$ cat config.mk
export PLATFORM = sky130hd
export DESIGN_NAME = mc_control_fsm
export DESIGN_NICKNAME = d
export VERILOG_FILES = /design/src/rtl/mc_control_fsm.sv
export SDC_FILE = /design/constraint.sdc
export NUM_CORES = 1
export LEC_CHECK = 0
export CORE_AREA = 2 2 99 77
export CTS_CLUSTER_DIAMETER = 200
export DETAILED_ROUTE_END_ITERATION = 8
export DIE_AREA = 0 0 101 79
export HOLD_SLACK_MARGIN = 0.12
export SETUP_SLACK_MARGIN = 0.2
export SLEW_MARGIN = 20
export SYNTH_ARGS = -nofsm -noshare
export SYNTH_HDL_FRONTEND = slang
export SYNTH_SLANG_ARGS = --single-unit
$ cat constraint.sdc
create_clock -name clk -period 3.03 [get_ports clk]
set_clock_uncertainty 0.05 [all_clocks]
set_input_delay 0.4545 -clock clk [delete_from_list [all_inputs] [get_ports clk]]
set_output_delay 0.4545 -clock clk [all_outputs]
set_load 0.1 [all_outputs]
$ cat src/rtl/mc_control_fsm.sv
// Multi-cycle sequencing controller: walks FETCH/DECODE/EXEC/MEM/WB one phase per
// cycle and emits the datapath control word for the instruction held in IR.
module mc_control_fsm #(
  parameter int CNT_W = 32
) (
  input  logic             clk,
  input  logic             rst,
  input  logic [5:0]       op,
  input  logic [5:0]       func,
  input  logic             zero,
  input  logic             imem_ready,
  input  logic             dmem_ready,
  output logic             imem_req,
  output logic             dmem_req,
  output logic             dmem_we,
  output logic             ir_we,
  output logic             pc_we,
  output logic [1:0]       pc_src,
  output logic             reg_we,
  output logic             reg_dst,
  output logic             wb_src,
  output logic             alu_src_b,
  output logic             ext_sign,
  output logic [2:0]       alu_op,
  output logic [2:0]       state,
  output logic             halted,
  output logic             illegal,
  output logic [CNT_W-1:0] retired
);

  localparam logic [2:0] S_FETCH  = 3'd0;
  localparam logic [2:0] S_DECODE = 3'd1;
  localparam logic [2:0] S_EXEC   = 3'd2;
  localparam logic [2:0] S_MEM    = 3'd3;
  localparam logic [2:0] S_WB     = 3'd4;
  localparam logic [2:0] S_HALT   = 3'd5;

  localparam logic [5:0] OP_R    = 6'h00;
  localparam logic [5:0] OP_J    = 6'h02;
  localparam logic [5:0] OP_BEQ  = 6'h04;
  localparam logic [5:0] OP_BNE  = 6'h05;
  localparam logic [5:0] OP_ADDI = 6'h08;
  localparam logic [5:0] OP_ORI  = 6'h0D;
  localparam logic [5:0] OP_LW   = 6'h23;
  localparam logic [5:0] OP_SW   = 6'h2B;
  localparam logic [5:0] OP_HALT = 6'h3F;

  localparam logic [5:0] FN_SLL = 6'h00;
  localparam logic [5:0] FN_JR  = 6'h08;
  localparam logic [5:0] FN_ADD = 6'h20;
  localparam logic [5:0] FN_SUB = 6'h22;
  localparam logic [5:0] FN_AND = 6'h24;
  localparam logic [5:0] FN_OR  = 6'h25;
  localparam logic [5:0] FN_SLT = 6'h2A;

  localparam logic [2:0] ALU_ADD = 3'd0;
  localparam logic [2:0] ALU_SUB = 3'd1;
  localparam logic [2:0] ALU_AND = 3'd2;
  localparam logic [2:0] ALU_OR  = 3'd3;
  localparam logic [2:0] ALU_SLT = 3'd4;
  localparam logic [2:0] ALU_SLL = 3'd5;

  logic [2:0]       state_q, state_d;
  logic             illegal_q, illegal_set;
  logic [CNT_W-1:0] retired_q;

  logic       known, is_r, i_j, i_jr, i_halt, i_ori, i_lw, i_sw, i_beq, i_bne, use_imm;
  logic [2:0] alu_sel;

  // Instruction classification; op/func stay stable from DECODE until the next fetch.
  always_comb begin
    // NOTE: every combinational output gets a default first so no path leaves it unassigned (no latches).
    known   = 1'b1;
    is_r    = (op == OP_R);
    i_j     = 1'b0;
    i_jr    = 1'b0;
    i_halt  = 1'b0;
    i_ori   = 1'b0;
    i_lw    = 1'b0;
    i_sw    = 1'b0;
    i_beq   = 1'b0;
    i_bne   = 1'b0;
    use_imm = 1'b0;
    alu_sel = ALU_ADD;
    case (op)
      OP_R: begin
        case (func)
          FN_ADD:  alu_sel = ALU_ADD;
          FN_SUB:  alu_sel = ALU_SUB;
          FN_AND:  alu_sel = ALU_AND;
          FN_OR:   alu_sel = ALU_OR;
          FN_SLT:  alu_sel = ALU_SLT;
          FN_SLL:  alu_sel = ALU_SLL;
          FN_JR:   i_jr    = 1'b1;
          default: known   = 1'b0;
        endcase
      end
      OP_ADDI: use_imm = 1'b1;
      OP_ORI:  begin i_ori = 1'b1; use_imm = 1'b1; alu_sel = ALU_OR; end
      OP_LW:   begin i_lw  = 1'b1; use_imm = 1'b1; end
      OP_SW:   begin i_sw  = 1'b1; use_imm = 1'b1; end
      OP_BEQ:  begin i_beq = 1'b1; alu_sel = ALU_SUB; end
      OP_BNE:  begin i_bne = 1'b1; alu_sel = ALU_SUB; end
      OP_J:    i_j    = 1'b1;
      OP_HALT: i_halt = 1'b1;
      default: known  = 1'b0;
    endcase
  end

  always_comb begin
    state_d     = state_q;
    illegal_set = 1'b0;
    imem_req    = 1'b0;
    dmem_req    = 1'b0;
    dmem_we     = 1'b0;
    ir_we       = 1'b0;
    pc_we       = 1'b0;
    pc_src      = 2'd0;
    reg_we      = 1'b0;
    reg_dst     = 1'b0;
    wb_src      = 1'b0;
    alu_src_b   = 1'b0;
    ext_sign    = 1'b0;
    alu_op      = ALU_ADD;
    case (state_q)
      S_FETCH: begin
        imem_req = 1'b1;
        if (imem_ready) begin
          ir_we   = 1'b1;
          pc_we   = 1'b1;
          state_d = S_DECODE;
        end
      end
      S_DECODE: begin
        if (i_j) begin
          pc_we   = 1'b1;
          pc_src  = 2'd2;
          state_d = S_FETCH;
        end else if (i_jr) begin
          pc_we   = 1'b1;
          pc_src  = 2'd3;
          state_d = S_FETCH;
        end else if (i_halt) begin
          state_d = S_HALT;
        end else if (!known) begin
          illegal_set = 1'b1;
          state_d     = S_HALT;
        end else begin
          state_d = S_EXEC;
        end
      end
      S_EXEC: begin
        alu_op    = alu_sel;
        alu_src_b = use_imm;
        ext_sign  = !i_ori;
        if (i_beq || i_bne) begin
          pc_we   = i_beq ? zero : !zero;
          pc_src  = 2'd1;
          state_d = S_FETCH;
        end else if (i_lw || i_sw) begin
          state_d = S_MEM;
        end else begin
          state_d = S_WB;
        end
      end
      S_MEM: begin
        dmem_req  = 1'b1;
        dmem_we   = i_sw;
        alu_op    = alu_sel;
        alu_src_b = use_imm;
        if (dmem_ready) state_d = i_sw ? S_FETCH : S_WB;
      end
      S_WB: begin
        reg_we    = 1'b1;
        reg_dst   = is_r;
        wb_src    = i_lw;
        alu_op    = alu_sel;
        alu_src_b = use_imm;
        state_d   = S_FETCH;
      end
      S_HALT:  state_d = S_HALT;
      default: state_d = S_FETCH;
    endcase

    // Reset cycle: nothing may fire into the datapath or memories.
    if (rst) begin
      imem_req  = 1'b0;
      dmem_req  = 1'b0;
      dmem_we   = 1'b0;
      ir_we     = 1'b0;
      pc_we     = 1'b0;
      pc_src    = 2'd0;
      reg_we    = 1'b0;
      reg_dst   = 1'b0;
      wb_src    = 1'b0;
      alu_src_b = 1'b0;
      ext_sign  = 1'b0;
      alu_op    = ALU_ADD;
    end
  end

  // NOTE: sequential state uses non-blocking assignments so all registers update from pre-edge values.
  always_ff @(posedge clk) begin
    if (rst) begin
      state_q   <= S_FETCH;
      illegal_q <= 1'b0;
      retired_q <= '0;
    end else begin
      state_q <= state_d;
      if (illegal_set) illegal_q <= 1'b1;
      // Halt/illegal go to HALT, never to FETCH, so they are never counted.
      if (state_q != S_FETCH && state_d == S_FETCH) retired_q <= retired_q + 1'b1;
    end
  end

  assign state   = state_q;
  assign halted  = (state_q == S_HALT);
  assign illegal = illegal_q;
  assign retired = retired_q;

endmodule

==> results.yml, run 1 <==
critical_path:
  end_kind: "flip-flop"
  cp_max_fo: 5
  required_ns: 3.20
  crit_type: "in -> reg"
  critPathLaunchType: "input port"
  worstPathArrival_ns: 2.92
finish:
  fin_util_pct: 51.4
  insertedDiodeCount: 0
  final_nets: 407
  fin_cells: 476
  drive_gt1_share_pct: 34.7
  syn_to_final_growth_pct: 53.4
clock_tree:
  root_buffer: "clkbuf_8"
  cts.clk_slew.worst_paths_ns: 0.07
  ctsHtreeMaxLevel: 2
  cts_num_sinks: 36
  cts_setup_buffers: 0
  insertion_delay_ns: 0.29
  cts_tree: "built"
  cts_made_buffers: 5
  clk_path_buf_depth: 2
timing:
  rsz0062_at_grt: "yes"
  fin_crit_ns: 2.75
  setup_tns_ns: 0
  tightest_slew_ns: 0.711
  maxSlewHeadroom_pct: 52.0
  worst_slack_ns: 0.282
  finalCritPeriodShare_pct: 90.7
  fmax_mhz: 364
  setup_viol: 0
  drv_slew: 0
  finalHoldViolCount: 0
yosys:
  synth_cells: 302
  yosysWarnings: 0
  syn_nets: 320
  async_reset_ff_share_pct: 0
  yosysSeqAreaShare_pct: 30.3
  avgSynthCellArea_um2: 7.86
  synth-seq-cells: 36
  synth_edf_count: 0
  syn_area_um2: 2370
  synth.distinct_cells: 52
  synth_flop_cell: "dfxtp_1"
power:
  leakage_nw: 1.42
  pwr-share-comb_pct: 37.0
  fin_total_pwr_w: 0.00136
  internal-power_w: 0.000817
  seq_power_share_pct: 39.2
  swShare_pct: 39.9
  p_sw_w: 0.000543
  clkPwrFrac_pct: 23.8
  peakVddDrop_v: 0.000198
  powerDensity_nw_per_um2: 373
place:
  dpl_worst_slack_ns: -0.260
  portBuffers: 68
  place.gp.congestion: 0.840
  place_inst: 467
  hpwlAfterDp_mm: 5.17
outcome:
  status: "finished, final reports clean"
global_routing:
  grt_first_pass_wirelength_mm: 11.9
  grt.overflow.total: 0
  grt_max_degree: 40
  grt_pass1_vias: 2288
  antenna_found_initial: 0
  track_usage_pct: 18.4
floorplanning:
  fp.dieH_um: 79
  die-area_um2: 7980
  ioPinCount: 69
  initial_core_util_pct: 33.5
  num_rows: 27
  core_um2: 7090
  die_w_um: 101
detailed_routing:
  post_drt_via_cell_ratio: 5.38
  ant_nets: 0
  drc: 0
  post_drt_wl_per_cell_um: 15.0
  drt_pass1_iterations: 4
  drt_iter0_drc: 146
  drt-total-wl_mm: 7.14
  vias: 2560
hold_path:
  hold_path_class: "reg -> reg"
run:
  drv_cap: 0
==> sequential cells by signal, indices dropped and copies added (netlist names) <==
name,cells
state,3
retired,32
illegal,1
==> power groups by stage <==
stage                     clock network (W)  registers [W]  logic (W)
after detailed placement                  0       0.000544   0.000473
after global placement                    0       0.000544   0.000472
after CTS                          0.000334       0.000533   0.000500
after floorplan                           0       0.000614   0.000300
final                              0.000323       0.000534   0.000503
after global routing               0.000360       0.000539   0.000534
==> what timing repair did <==
action / CTS / global route
gates resized for setup: 20 / 4
endpoints found under the setup margin: 19 / 22
pin swaps: 5 / 2
hold buffers: 0 / 0
cloned: 2 / 0
==> path summary, 6_finish.rpt <==
| path | slack (ns) | end | cells after the start | start |
|---|---|---|---|---|
| max reg2reg | 0.40 | retired[24] | 8 | state[1] |
| min reg2reg | 0.44 | retired[31] | 2 | retired[31] |
| min | 0.44 | retired[31] | 2 | retired[31] |
| max | 0.28 | retired[24] | 9 | op[3] |
==> cell type report <==
type	count	area, um^2
repair buffers	104	971
well taps	87	109
flip-flops and latches	36	734
fillers	682	3450
clock inverters	1	5.00
clock buffers	6	72.6
inverters	4	15.0
multi-input cells	238	1740
==> critical path: stages <==
cell           delay, ns
dlygate4sd2_1       0.27
buf_4               0.17
nor4_4              0.29
nand4b_1            0.16
and2_1              0.19
or4b_4              0.56
buf_4               0.18
or4_1               0.49
a21oi_1             0.14
==> kinds of logic after synthesis <==
group,after synthesis,share of synthesized area [%]
and+or+nand+nor,154,37.1
AOI/OAI and AO/OA,60,18.0
DFF,36,30.3
buffers and inverters,28,5.37
xor gates and xnor gates,20,7.38
muxes,3,1.32
adders and majority gates,1,0.527
==> cell usage in the layout, fill, tap and decap left out, types with 6 or more instances in the layout <==
| master | synthesis | layout |
|---|---|---|
| o21ai_0 | 7 | 7 |
| nor3_1 | 10 | 6 |
| nand3_1 | 15 | 15 |
| nor2_1 | 35 | 31 |
| nand2_1 | 12 | 11 |
| a21oi_1 | 22 | 20 |
| xor2_1 | 18 | 18 |
| o31ai_1 | 6 | 6 |
| buf_12 | 0 | 12 |
| buf_4 | 1 | 71 |
| dlygate4sd2_1 | 0 | 8 |
| and3_1 | 12 | 10 |
| clkdlybuf4s50_1 | 0 | 6 |
| dfxtp_1 | 36 | 31 |
| nand4_1 | 15 | 15 |
==> cell usage after synthesis, drive strengths merged, types with 7 or more instances <==
cell	instances	area share [%]
dfxtp	36	30
nor2	35	5.5
a21oi	22	4.6
clkbuf	18	2.8
xor2	18	6.6
nand3	15	3.2
nand4	15	4.0
and3	12	3.2
nand2	12	1.9
nor3	10	2.1
o21ai	7	1.5
==> routing by layer <==
metal	vias up	part of all wire [%]	global-route usage, %
li1	1295	-	-
met2	58	40	24.3
met3	6	5.3	4.14
met1	1201	54	30.0
met4	0	0.52	2.84
met5	-	0	0
==> metrics by stage <==
stage,hold slack (ns),instance area [um^2]
6_report,0.435,3640
5_1_grt,0.469,3640
4_1_cts,0.441,3630
3_5_place_dp,0.429,3490
3_3_place_gp,0.420,3490
2_1_floorplan,0.736,2630
Note: power is estimated with default switching activity, not from simulation.
==> run 2, diff against run 1 <==
--- a/config.mk
+++ b/config.mk
@@ -5,11 +5,12 @@
 export SDC_FILE = /design/constraint.sdc
 export NUM_CORES = 1
 export LEC_CHECK = 0
-export CORE_AREA = 2 2 99 77
+export CORE_AREA = 2 2 89 70
 export CTS_CLUSTER_DIAMETER = 200
 export DETAILED_ROUTE_END_ITERATION = 8
-export DIE_AREA = 0 0 101 79
+export DIE_AREA = 0 0 91 72
 export HOLD_SLACK_MARGIN = 0.12
+export PLACE_DENSITY = 0.75
 export SETUP_SLACK_MARGIN = 0.2
 export SLEW_MARGIN = 20
 export SYNTH_ARGS = -nofsm -noshare
==> results.yml, run 2 (synthesis results as in run 1) <==
global_routing:
  grt_max_degree: 40
  grt_first_pass_wirelength_mm: 11.8
  antenna_found_initial: 0
  grt.overflow.total: 0
  grt_pass1_vias: 2479
  track_usage_pct: 21.7
timing:
  worst_slack_ns: 0.255
  tightest_slew_ns: 0.470
  fmax_mhz: 360
  fin_crit_ns: 2.78
  finalCritPeriodShare_pct: 91.6
  rsz0062_at_grt: "yes"
  maxSlewHeadroom_pct: 68.2
  hold_slack_ns: 0.446
  drv_slew: 0
  setup_viol: 0
  finalHoldViolCount: 0
clock_tree:
  cts_tree: "built"
  insertion_delay_ns: 0.29
  cts.clk_slew.worst_paths_ns: 0.07
  cts_num_sinks: 36
  clk_path_buf_depth: 2
  cts_made_buffers: 5
  root_buffer: "clkbuf_8"
  ctsHtreeMaxLevel: 2
  hold_buffers: 0
critical_path:
  r2r-start: "state[1]"
  end_kind: "output port"
  r2r_slack_ns: 0.42
  crit_type: "in -> out"
  cp_slowest_cell: "clkdlybuf4s50_1"
  max_stage_delay_ns: 0.56
  critPathLaunchType: "input port"
  worstPathArrival_ns: 2.27
  rr_endpoint: "retired[28]"
  r2r_cells: 8
  crit_chain: "clkdlybuf4s50_1, buf_4, inv_1, and2_1, a2111oi_4, a21oi_2, nor3_4, buf_12"
  required_ns: 2.53
  cp_max_fo: 4
detailed_routing:
  drc: 0
  ant_nets: 0
  drt-total-wl_mm: 7.11
  vias: 2632
  drt_iter0_drc: 152
  post_drt_wl_per_cell_um: 15.0
  post_drt_via_cell_ratio: 5.56
  drt_pass1_iterations: 5
floorplanning:
  core_um2: 5650
  num_rows: 24
  die_w_um: 91
  initial_core_util_pct: 42.1
  fp.dieH_um: 72
  die-area_um2: 6550
  ioPinCount: 69
run:
  drv_cap: 0
finish:
  insertedDiodeCount: 0
  fin_cells: 473
  final_cell_mix: "buf_4, nor2_1, dfxtp_1"
  drive_gt1_share_pct: 35.7
  largest_register_ff_count: 32
  fin_util_pct: 65.1
  syn_to_final_growth_pct: 54.8
  layout_commonest_cell: "buf_4"
  final_nets: 412
place:
  dpl_worst_slack_ns: -0.236
  hpwlAfterDp_mm: 5.15
  portBuffers: 68
  place_inst: 461
  place.gp.congestion: 0.843
power:
  pwr-share-comb_pct: 37.3
  swShare_pct: 40.1
  peakVddDrop_v: 0.000210
  powerDensity_nw_per_um2: 378
  seq_power_share_pct: 38.4
  leakage_nw: 1.44
  p_sw_w: 0.000556
  clkPwrFrac_pct: 24.3
  internal-power_w: 0.000832
  fin_total_pwr_w: 0.00139
outcome:
  status: "finished, final reports clean"
hold_path:
  hold_path_class: "reg -> reg"
  hold_end: "illegal"
  hp-start: "illegal"
  holdPathStages: 2
## run 2: final cells by class
type / instances / area, um^2
flip-flops and latches: 36 / 734
repair buffers: 109 / 1010
clock buffers: 5 / 68.8
multi-input cells: 238 / 1730
fillers: 510 / 1970
well taps: 78 / 97.6
inverters: 4 / 15.0
clock inverters: 3 / 18.8
## run 2: critical path, delay by kind of cell
kind / cells / cell delay, ns
buffers and inverters: 4 / 0.95
AO/OA/AOI/OAI: 2 / 0.46
AND/OR/NAND/NOR: 2 / 0.39
## run 2: how the worst max path moves through the flow
stage,startpoint,endpoint,slack [ns],cells past startpoint
floorplan,op[5],retired[31],0.09,9
global placement,op[2],retired[18],-0.19,10
detailed placement,op[2],retired[18],-0.24,10
CTS,func[3],pc_src[0],0.17,8
global route,func[0],alu_op[0],0.18,9
finish,op[0],pc_src[0],0.25,8
## run 2: metal layers
layer,vias up,track usage (%),share of wire (%)
li1,1298,-,-
met1,1251,30.9,48
met2,76,34.7,46
met3,7,4.78,5.4
met4,0,3.70,0.53
met5,-,0,0
## run 2: repair_timing
action,4_1_cts,5_1_grt
endpoints found under the setup margin,13,12
setup buffers,1,1
cloned,2,0
pin swaps,23,5
gates resized for setup,18,8
## run 2: per-stage QoR
step / cell area, um^2 / setup TNS [ns]
6_report: 3680 / 0
5_1_grt: 3680 / 0
4_1_cts: 3640 / 0
3_5_place_dp: 3500 / -2.22
3_3_place_gp: 3500 / -1.99
2_1_floorplan: 2630 / 0
## run 2: power groups by stage
stage / Sequential (W) / Clock (W) / Combinational [W]
after floorplan: 0.000614 / 0 / 0.000300
after global routing: 0.000536 / 0.000369 / 0.000545
after global placement: 0.000542 / 0 / 0.000471
after CTS: 0.000532 / 0.000343 / 0.000511
final: 0.000533 / 0.000338 / 0.000518
after detailed placement: 0.000543 / 0 / 0.000477
==> run 3, diff against run 2 <==
==> constraint.sdc (replaced) <==
create_clock -name clk -period 3.03 [get_ports clk]
set_clock_uncertainty 0.05 [all_clocks]
set_input_delay 0.606 -clock clk [delete_from_list [all_inputs] [get_ports clk]]
set_output_delay 0.606 -clock clk [all_outputs]
set_load 0.1 [all_outputs]
==> results.yml, run 3 (synthesis results as in run 1) <==
outcome:
  status: "finished, final reports clean"
clock_tree:
  hold_buffers: 0
  cts_num_sinks: 36
  cts_tree: "built"
  insertion_delay_ns: 0.28
  root_buffer: "clkbuf_8"
  ctsHtreeMaxLevel: 2
  clk_path_buf_depth: 2
  cts_made_buffers: 5
  cts.clk_slew.worst_paths_ns: 0.08
timing:
  maxSlewHeadroom_pct: 42.9
  drv_slew: 0
  finalCritPeriodShare_pct: 94.4
  tightest_slew_ns: 0.846
  hold_slack_ns: 0.443
  rsz0062_at_grt: "yes"
  fin_crit_ns: 2.86
  finalHoldViolCount: 0
  setup_tns_ns: 0
  setup_viol: 0
  fmax_mhz: 350
detailed_routing:
  drt_iter0_drc: 136
  post_drt_wl_per_cell_um: 16.2
  drc: 0
  drt-total-wl_mm: 7.79
  vias: 2796
  drt_pass1_iterations: 4
  post_drt_via_cell_ratio: 5.81
  ant_nets: 0
critical_path:
  crit_type: "in -> out"
  critPathTopFamily: "simple AND/OR/NAND/NOR gates"
  path_buf_inv: 3
  max_stage_delay_ns: 0.33
  crit_chain: "buf_2, buf_4, or3_4, a21oi_2, a31oi_1, nor4_2, nor2_1, nor4_4, buf_12"
  r2r_slack_ns: 0.36
  required_ns: 2.37
  critPathLaunchType: "input port"
  worstPathArrival_ns: 2.20
  cp_slowest_cell: "nor4_4"
  end_kind: "output port"
  cp_max_fo: 2
floorplanning:
  die_w_um: 91
  num_rows: 24
  die-area_um2: 6550
  ioPinCount: 69
  initial_core_util_pct: 42.1
  fp.dieH_um: 72
  core_um2: 5650
finish:
  final_nets: 420
  layout_commonest_cell: "buf_4"
  fillers: 474
  syn_to_final_growth_pct: 63.1
  insertedDiodeCount: 0
  fin_util_pct: 68.6
  final_cell_mix: "buf_4, dfxtp_1, nor2_1"
  drive_gt1_share_pct: 40.9
  largest_register_ff_count: 32
place:
  place.gp.congestion: 0.822
  portBuffers: 68
  hpwlAfterDp_mm: 5.31
power:
  peakVddDrop_v: 0.000502
  leakage_nw: 1.52
  powerDensity_nw_per_um2: 367
  fin_total_pwr_w: 0.00142
run:
  drv_cap: 0
hold_path:
  hold_path_class: "reg -> reg"
global_routing:
  grt_max_degree: 40
  antenna_found_initial: 0
  track_usage_pct: 23.2
  grt_pass1_vias: 2567
  grt_first_pass_wirelength_mm: 12.6
  grt.overflow.total: 0
-- run 3: final timing paths --
path | start | end | depth (start not counted)
hold reg to reg | illegal | illegal | 2
hold / removal | illegal | illegal | 2
setup / recovery | func[0] | alu_op[0] | 9
setup reg to reg | state[1] | retired[28] | 7
-- run 3: worst min-delay path: cells and delay by family, from the launching register on --
kind | cells | cell delay (ns)
compound gates | 1 | 0.05
simple gates | 1 | 0.07
flops | 1 | 0.34
-- run 3: layer usage --
layer	wire [um]	vias to the layer above	track usage [%]
met1	3530	1357	32.4
li1	-	1325	-
met3	508	8	4.26
met5	0	-	0
met2	3660	106	38.7
met4	87	0	3.70
-- run 3: through the flow --
step / worst slack (ns) / instance area (um^2) / std cells
floorplan: -0.184 / 2720 / 302
global placement: -0.247 / 3600 / 463
detailed placement: -0.304 / 3600 / 463
CTS: 0.142 / 3830 / 478
global route: 0.0915 / 3870 / 481
finish: 0.171 / 3870 / 481
-- run 3: what timing repair did --
| item | in CTS | in global routing |
|---|---|---|
| gates cloned | 1 | 1 |
| buffers inserted | 6 | 2 |
| pin swaps | 10 | 8 |
| endpoints found under the setup margin | 24 | 24 |
| gates resized for setup | 55 | 15 |
-- run 3: power by group --
group | internal [W] | leakage [nW] | total, W | switching (W)
clock network | 0.000160 | 0.0479 | 0.000340 | 0.000180
logic | 0.000192 | 1.18 | 0.000546 | 0.000353
registers | 0.000488 | 0.293 | 0.000534 | 0.0000455
-- run 3: layout make-up --
type                    count  area (um^2)  share of cell area [%]
clock buffers               5         68.8                    1.78
clock inverters             3         18.8                   0.484
inverters                   4         15.0                   0.388
multi-input cells         240         1850                    47.7
flip-flops and latches     36          732                    18.9
well taps                  78         97.6                    2.52
repair buffers            115         1090                    28.3
